[src/rtl/rv32i_register_file_pkg.sv]
// ----------------------------------------------------------------------------
// rv32i_register_file_pkg
// Core-wide definitions shared by the RV32I datapath:
//   XLEN       architectural register width
//   REG_IDX_W  register index width (32 integer registers)
//   REG_ZERO   index of the hardwired-zero register x0
//   reg_idx_t  register index type
//   xlen_t     register data type
// ----------------------------------------------------------------------------
package rv32i_register_file_pkg;

    localparam int XLEN      = 32;
    localparam int REG_IDX_W = 5;

    typedef logic [REG_IDX_W-1:0] reg_idx_t;
    typedef logic [XLEN-1:0]      xlen_t;

    localparam reg_idx_t REG_ZERO = 5'd0;

endpackage : rv32i_register_file_pkg

[src/rtl/rv32i_register_file_if.sv]
// ----------------------------------------------------------------------------
// rv32i_register_file_if
// Bundles the register-file access signals between decode/write-back and the
// register file.
//   rsW     destination (write) register index
//   rs1     read-port-1 register index
//   rs2     read-port-2 register index
//   RegWEn  write enable, sampled on the rising clock edge
//   rd      write data
//   data1   contents of register rs1
//   data2   contents of register rs2
// Modports:
//   master  the core side driving indices/write data
//   slave   the register file
// ----------------------------------------------------------------------------
interface rv32i_register_file_if;
    import rv32i_register_file_pkg::*;

    reg_idx_t rsW;
    reg_idx_t rs1;
    reg_idx_t rs2;
    logic     RegWEn;
    xlen_t    rd;
    xlen_t    data1;
    xlen_t    data2;

    modport master (
        output rsW,
        output rs1,
        output rs2,
        output RegWEn,
        output rd,
        input  data1,
        input  data2
    );

    modport slave (
        input  rsW,
        input  rs1,
        input  rs2,
        input  RegWEn,
        input  rd,
        output data1,
        output data2
    );

endinterface : rv32i_register_file_if

[src/rtl/rv32i_register_file.sv]
// ----------------------------------------------------------------------------
// rv32i_register_file
// Integer register file of the RV32I single-cycle core.
//   - two combinational read ports (rs1 -> data1, rs2 -> data2)
//   - one synchronous write port (rsW, rd, RegWEn) on the rising clock edge
//   - x0 hardwired to zero
// Ports:
//   clk    rising-edge clock for all writes
//   rst_n  asynchronous active-low reset, clears every register
//   rf     register-file access bundle (slave side)
// Parameters:
//   REGF_WIDTH  register width in bits
//   SELECTORS   register index width; depth is 2**SELECTORS
// ----------------------------------------------------------------------------
module rv32i_register_file
    import rv32i_register_file_pkg::*;
#(
    parameter int REGF_WIDTH = XLEN,
    parameter int SELECTORS  = REG_IDX_W
) (
    input  logic                         clk,
    input  logic                         rst_n,
    rv32i_register_file_if.slave         rf
);

    localparam int DEPTH = 2 ** SELECTORS;

    logic [REGF_WIDTH-1:0] regs [DEPTH];
    logic [REGF_WIDTH-1:0] data1;
    logic [REGF_WIDTH-1:0] data2;

    // Write port: reset has priority, so a write coinciding with an asserted
    // rst_n is dropped. Entry 0 is never written.
    always_ff @(posedge clk or negedge rst_n) begin
        if (!rst_n) begin
            for (int i = 0; i < DEPTH; i++) begin
                regs[i] <= '0;
            end
        end else if (rf.RegWEn && (rf.rsW != REG_ZERO)) begin
            regs[rf.rsW] <= rf.rd;
        end
    end

    // Read ports: no write bypass, a same-cycle write shows up after the edge.
    always_comb begin
        data1 = '0;
        if (rf.rs1 != REG_ZERO) begin
            data1 = regs[rf.rs1];
        end
    end

    always_comb begin
        data2 = '0;
        if (rf.rs2 != REG_ZERO) begin
            data2 = regs[rf.rs2];
        end
    end

    assign rf.data1 = data1;
    assign rf.data2 = data2;

endmodule : rv32i_register_file

[src/flat_wrapper.sv]
// flat-port wrapper written by rule: the top's interface ports become plain ports
module rv32i_register_file_flat import rv32i_register_file_pkg::*;
#(
    parameter int REGF_WIDTH = XLEN,
    parameter int SELECTORS  = REG_IDX_W
)
  (clk, rst_n, rf_rsW, rf_rs1, rf_rs2, rf_RegWEn, rf_rd, rf_data1, rf_data2);
  rv32i_register_file_if rf_i ();
  input  logic clk;
  input  logic rst_n;
  input wire logic [$bits(rf_i.rsW)-1:0] rf_rsW;
  input wire logic [$bits(rf_i.rs1)-1:0] rf_rs1;
  input wire logic [$bits(rf_i.rs2)-1:0] rf_rs2;
  input wire logic [$bits(rf_i.RegWEn)-1:0] rf_RegWEn;
  input wire logic [$bits(rf_i.rd)-1:0] rf_rd;
  output wire logic [$bits(rf_i.data1)-1:0] rf_data1;
  output wire logic [$bits(rf_i.data2)-1:0] rf_data2;
  assign rf_i.rsW = rf_rsW;
  assign rf_i.rs1 = rf_rs1;
  assign rf_i.rs2 = rf_rs2;
  assign rf_i.RegWEn = rf_RegWEn;
  assign rf_i.rd = rf_rd;
  assign rf_data1 = rf_i.data1;
  assign rf_data2 = rf_i.data2;
  rv32i_register_file #(.REGF_WIDTH(REGF_WIDTH), .SELECTORS(SELECTORS)) u_core (.clk(clk), .rst_n(rst_n), .rf(rf_i));
endmodule
[config.mk]
export PLATFORM = sky130hd
export DESIGN_NAME = rv32i_register_file_flat
export DESIGN_NICKNAME = d
export VERILOG_FILES = /design/src/rtl/rv32i_register_file_pkg.sv /design/src/rtl/rv32i_register_file_if.sv /design/src/rtl/rv32i_register_file.sv /design/src/flat_wrapper.sv
export SDC_FILE = /design/constraint.sdc
export NUM_CORES = 2
export LEC_CHECK = 0
export ABC_CLOCK_PERIOD_IN_PS = 2500
export BUFFER_PORTS_ARGS = -buffer_cell sky130_fd_sc_hd__buf_2
export CAP_MARGIN = 10
export CORE_MARGIN = 3
export CORE_UTILIZATION = 46
export DETAILED_ROUTE_END_ITERATION = 12
export PLACE_DENSITY = 0.73
export SYNTH_ARGS = -nofsm -noshare
export SYNTH_HDL_FRONTEND = slang
export SYNTH_SLANG_ARGS = --single-unit
[constraint.sdc]
create_clock -name clk -period 2.5 [get_ports clk]
set_clock_uncertainty 0.05 [all_clocks]
set_input_delay 0.125 -clock clk [delete_from_list [all_inputs] [get_ports clk]]
set_output_delay 0.125 -clock clk [all_outputs]
set_load 0.005 [all_outputs]
# Word level (Yosys, flattened, before mapping)

Cells that the tools add are included.

$lt $le $gt $ge: 4
Mux-type cells: 11
Bitwise operators: 3
Reductions and logical operators: 5

Operator list:

| kind               | number |
|---|---|
| $bwmux 1024        | 1 |
| $bmux 32 s5        | 2 |
| $mux 32            | 7 |
| $demux 32 s5       | 1 |
| $ge 6x6->1 const B | 3 |
| $not 5->6          | 3 |
| $reduce_bool 5->1  | 3 |
| $lt 6x1->1 const B | 1 |
| $logic_and 1x1->1  | 2 |

Bits in registers: 1024
Word-level logic and storage cells: 55

# Logic depth before layout (Yosys ltp)

Word-level depth: 6
Depth in mapped cells: 9
Mapped depth without buffers: 4

# Least setup slack after synthesis

OpenSTA, ideal clock, no wires.

Path kind: in2out
Start point: in rf_rs2[1]
End point: out rf_data2[10]
Arrival time: 1.714 ns
Required time: 2.325 ns
Slack: 0.611 ns
Cell stages on the path: 6
Path buffers: 2
Cells stage by stage: buf_4 -> buf_2 -> mux4_2 -> mux4_2 -> o22ai_1 -> nor3_1

Cells in the longest elaborated chain, start to end: 5

RTL lines:

| element                                     | line                      | text |
|---|---|---|
| start: declaration                          | flat_wrapper.sv:13        | `input wire logic [$bits(rf_i.rs2)-1:0] rf_rs2;` |
| $not 5->6 (implied by the code)             | rv32i_register_file.sv:55 | `data2 = regs[rf.rs2];` |
| $bmux 32 s5                                 | rv32i_register_file.sv:55 |  |
| $mux 32 (implied by the code) (2 in series) | rv32i_register_file.sv:55 |  |
| $mux 32 *                                   | rv32i_register_file.sv:54 | `if (rf.rs2 != REG_ZERO) begin` |
| end: declaration                            | flat_wrapper.sv:17        | `output wire logic [$bits(rf_i.data2)-1:0] rf_data2;` |

Mark *: on every way between the ends. The rest lies on a longest branch, timed or not. The select of a mux whose other input is x is not followed.

# Worst setup path after layout

Start point: reg u_core.regs[13] (netlist bit)
End point: out rf_data2[13]

Cells in the longest elaborated chain, start to end: 4

RTL lines:

| element                                     | line                      | text |
|---|---|---|
| start: declaration                          | rv32i_register_file.sv:28 | `logic [REGF_WIDTH-1:0] regs [DEPTH];` |
| start signal: indexed assignment            | rv32i_register_file.sv:40 | `regs[rf.rsW] <= rf.rd;` |
| $bmux 32 s5                                 | rv32i_register_file.sv:55 |  |
| $mux 32 (implied by the code) (2 in series) | rv32i_register_file.sv:55 |  |
| $mux 32                                     | rv32i_register_file.sv:54 |  |

No other way between the ends. The select of a mux whose other input is x is not followed.

==> metrics.md <==
| Metric | Value |
|---|---|
| Worst skew pair latency | approximately 0.7 ns |
| Most used cell along the critical path | mux4_2 |
| Drt first-iter violations | about 4700 |
| CTS tree | yes |
| Number of cells on the worst reg-to-reg path | 3 |
| Flops & latches, synth | approximately 1000 |
| Core Rows | 125 |
| Critical path class | flip-flop to output port |
| CP endpoint kind | output port |
| Worst setup margin | -0.196 ns |
| Power Density | 772 mW/mm2 |
| Largest family of logic cells by synthesized area | multiplexers |
| Post-route ant nets | 0 |
| Synth Area in Compound Gates | 0.0532 |
| Area growth from synthesis to layout | 18.7% |
| Synth Area in Adders | 0 |
| Hold Path Sink | u_core.regs[896]$_DFFE_PN0P_ |
| Total of max-cap violations | 0 |
| Post-DP Area | 0.0588 mm2 |
| Initial antenna violation count | 8 |
| Register area share after synthesis | 0.472 |
| Top layer in use | met5 |
| Outcome | finished, violations left |
| Distinct cell type count after synthesis | 42 |
| Leakage | 0.0283 uW |
| Hold path start | rf_rd[0] |
| DRC | 0 |
| Max Slew Vio Count | 0 |
| TNS Setup | -2.41 ns |
| Max_slew headroom | 0.355 |
| Inserted Clock Buffers | 105 |
| Critical path arrival | 2.52 ns |
| Critical Path Max Stage Delay | about 0.53 ns |
| Internal power | 35900 uW |
| Design area | 0.0645 mm2 |
| Worst hold margin | about 0.033 ns |
| Port-buffer cells | 113 |
| Core area | around 0.12 mm2 |
| Post-synth top flop | dfrtp_1 |
| Max Fanout on Critical Path | 3 |
| Die width | 350 um |
| Max clock buf depth | 3 |
| Flop pwr share | 0.448 |
| Crit. Startpoint | u_core.regs[13]$_DFFE_PN0P_ |
| Fin crit share | 1.08 |
| Hold Vio Cnt, Final | 0 |
| Max FFs per register | between 1000 and 1500 |
| R2r endpoint | u_core.regs[304]$_DFFE_PN0P_ |
| Met3 WL post-DR | slightly below 20 mm |
| Ranking of synthesized cells by area | dfrtp_1 (47%), mux2_2 (19%), mux4_2 (15%), mux2i_1 (5.8%), clkbuf_1 (1.7%) |
| Die area | between 0.1 and 0.15 mm2 |
| Wirelength per Cell | 33.0 um |
| Largest registers | u_core.regs: 1024 flops |
| Mux cell area share after synthesis | 0.420 |
| Top cell type's share of synthesized area | 0.472 |
| Pin count of the biggest net entering global routing | 95 |
| DRT Pass-1 Iters | 5 |
| RSZ-0062 raised after global routing | true |
| Final RePlAce weighted congestion | 0.861 |
| Synth Instances | 3706 |
| Worst-Margin Slew | 0.967 ns |
| Crit path launch type | flip-flop |
| Root Buffer | clkbuf_16 |
| Most frequent cell after synthesis | dfrtp_1 |
| Sink Count | about 1000 |
| Vias | approximately 38000 |
| Final wirelength | 182 mm |
| Setup-failing EPs final | 32 |
| Min-delay worst type | input pin to flip-flop |
| Global-route wire length before repair | 267 mm |
| DR vias/cell | a little under 7 |
| Failing checks | negative setup slack |
| Max H-tree Level | 3 |
| Synth warn | 0 |
| GRT Total Usage | 0.297 |
| Die Y | 350 um |
| Share of cells above drive strength 1 | 0.549 |
| FF-to-FF Start | u_core.regs[304]$_DFFE_PN0P_ |
| Switching Share | 0.279 |
| Comb power frac | 0.218 |
| Met2 wire len | 83.1 mm |
| Number of synthesized flops with an enable pin | 0 |
| Io pins | around 110 |
| Synth async-reset ratio | 1.00 |
| Fmax | 0.371 GHz |
| R2r setup slk | 1.44 ns |
| Switch Pwr | about 14000 uW |
| Simple-Gate Fraction of Synth Area | 0.0179 |
| Worst path cell trace | mux4_2 -> mux4_2 -> o22ai_2 -> nor3_2 -> buf_2 |
| Worst-path clk slew | 0.06 ns |
| Critical-path top delay cell | mux4_2 |
| Fin crit period | 2.70 ns |
| Critical Path RT | around 2.3 ns |
| Initial Utilization | 0.465 |
| Nets | 3945 |
| WL met1 | 70.8 mm |
| Top reg by flops | u_core.regs |
| Mapped Area | 0.0543 mm2 |
| Syn avg cell area | 14.6 um2 |
| Total grt overflow | 0 |
| Clk pwr share | 0.334 |
| Vias in the first global route | 38300 |
| Commonest cells post-synth | dfrtp_1 (1024), mux2_2 (933), mux4_2 (369), mux2i_1 (314), clkbuf_1 (248) |
| Mapped Nets | about 3800 |
| Pre-CTS setup slack | -0.0139 ns |
| Worst vdd ir | about 630 uV |
| Post-DP HPWL | 109 mm |
| Post-Synth XOR/XNOR Area | 0 |
| Total power | 49700 uW |
| WHS Path Cells | 2 |
| Synth area leader | dfrtp_1 |
## stage by stage
step / cells / util
CTS: 5494 / 0.548
detailed placement: 5243 / 0.504
global placement: 5243 / 0.504
floorplan: 3706 / -
global route: 5506 / 0.552
finish: 5509 / 0.552
## layout by cell type (no fill, tap or decap), types with 6 or more instances in the layout
cell,n
a2111oi_4,27
a211oi_1,18
a211oi_2,40
a211oi_4,6
a21oi_1,32
a22o_1,60
a22oi_1,94
a31oi_1,15
buf_12,96
buf_2,103
buf_4,281
buf_6,9
bufinv_16,11
clkbuf_1,14
clkbuf_16,106
clkbuf_8,28
clkinv_2,22
dfrtp_1,1022
dlygate4sd3_1,21
mux2_1,76
mux2_2,933
mux2i_1,314
mux4_2,369
nand2_2,10
nand2_4,6
nand3b_1,6
nor2_4,19
nor2b_1,29
nor2b_4,9
nor3_2,36
nor3_4,8
nor4_1,6
nor4_2,7
nor4_4,6
o221ai_1,31
o22ai_1,32
o22ai_2,11
## critical path: cells and delay by family, from the launching register on
family          cells  cell delay [ns]
flops               1             0.40
buf+inv             1             0.16
simple gates        1             0.12
mux                 2             1.01
compound gates      1             0.13
## per-layer routing
metal  up-vias  track usage
met5         -            0
met4         2        0.141
met3       478       0.0742
met2      2284        0.452
met1     20100        0.400
li1      14700            -
## cell families (layout without fill, tap and decap cells)
family	Yosys count	count (layout)
DFF	1024	1024
and+or+nand+nor	176	176
muxes	1692	1692
AOI/OAI and AO/OA	380	380
buffers and inverters	434	709
other	0	4
## repair_timing
item | in CTS | in global routing
pin swaps | 113 | 36
hold endpoints to repair | 1100 | 0
resized for setup | 185 | 63
endpoints found under the setup margin | 58 | 60
buffers inserted | 63 | 12
hold buffers | 22 | 0
## worst max path at each step
stage	endpoint	slack, ns	cells past startpoint
6_report	rf_data2[13]	-0.20	5
4_1_cts	rf_data2[15]	-0.17	5
5_1_grt	rf_data2[18]	-0.21	5
3_3_place_gp	u_core.regs[640]$_DFFE_PN0P_	-0.35	5
3_5_place_dp	rf_data2[1]	-0.01	9
2_1_floorplan	rf_data2[10]	0.61	6
## power by group through the flow
| stage | sequential [uW] | clock [uW] | combinational (uW) |
|---|---|---|---|
| detailed placement | 22400 | 0 | 9770 |
| global placement | 22200 | 0 | 9470 |
| floorplan | 21500 | 0 | 7220 |
| finish | 22300 | 16600 | 10900 |
| global route | 22600 | 17500 | 11600 |
| CTS | 22100 | 16800 | 10600 |
## cell type report
class,instances,area (um2)
diodes,4,10.0
fillers,9104,52200
inverters,2,7.51
repair buffers,514,4920
well taps,1524,1910
clock buffers,147,3080
multi-input cells,2248,28300
flip-flops and latches,1024,25600
clock inverters,46,573
Power figures use the tool's default switching activity.
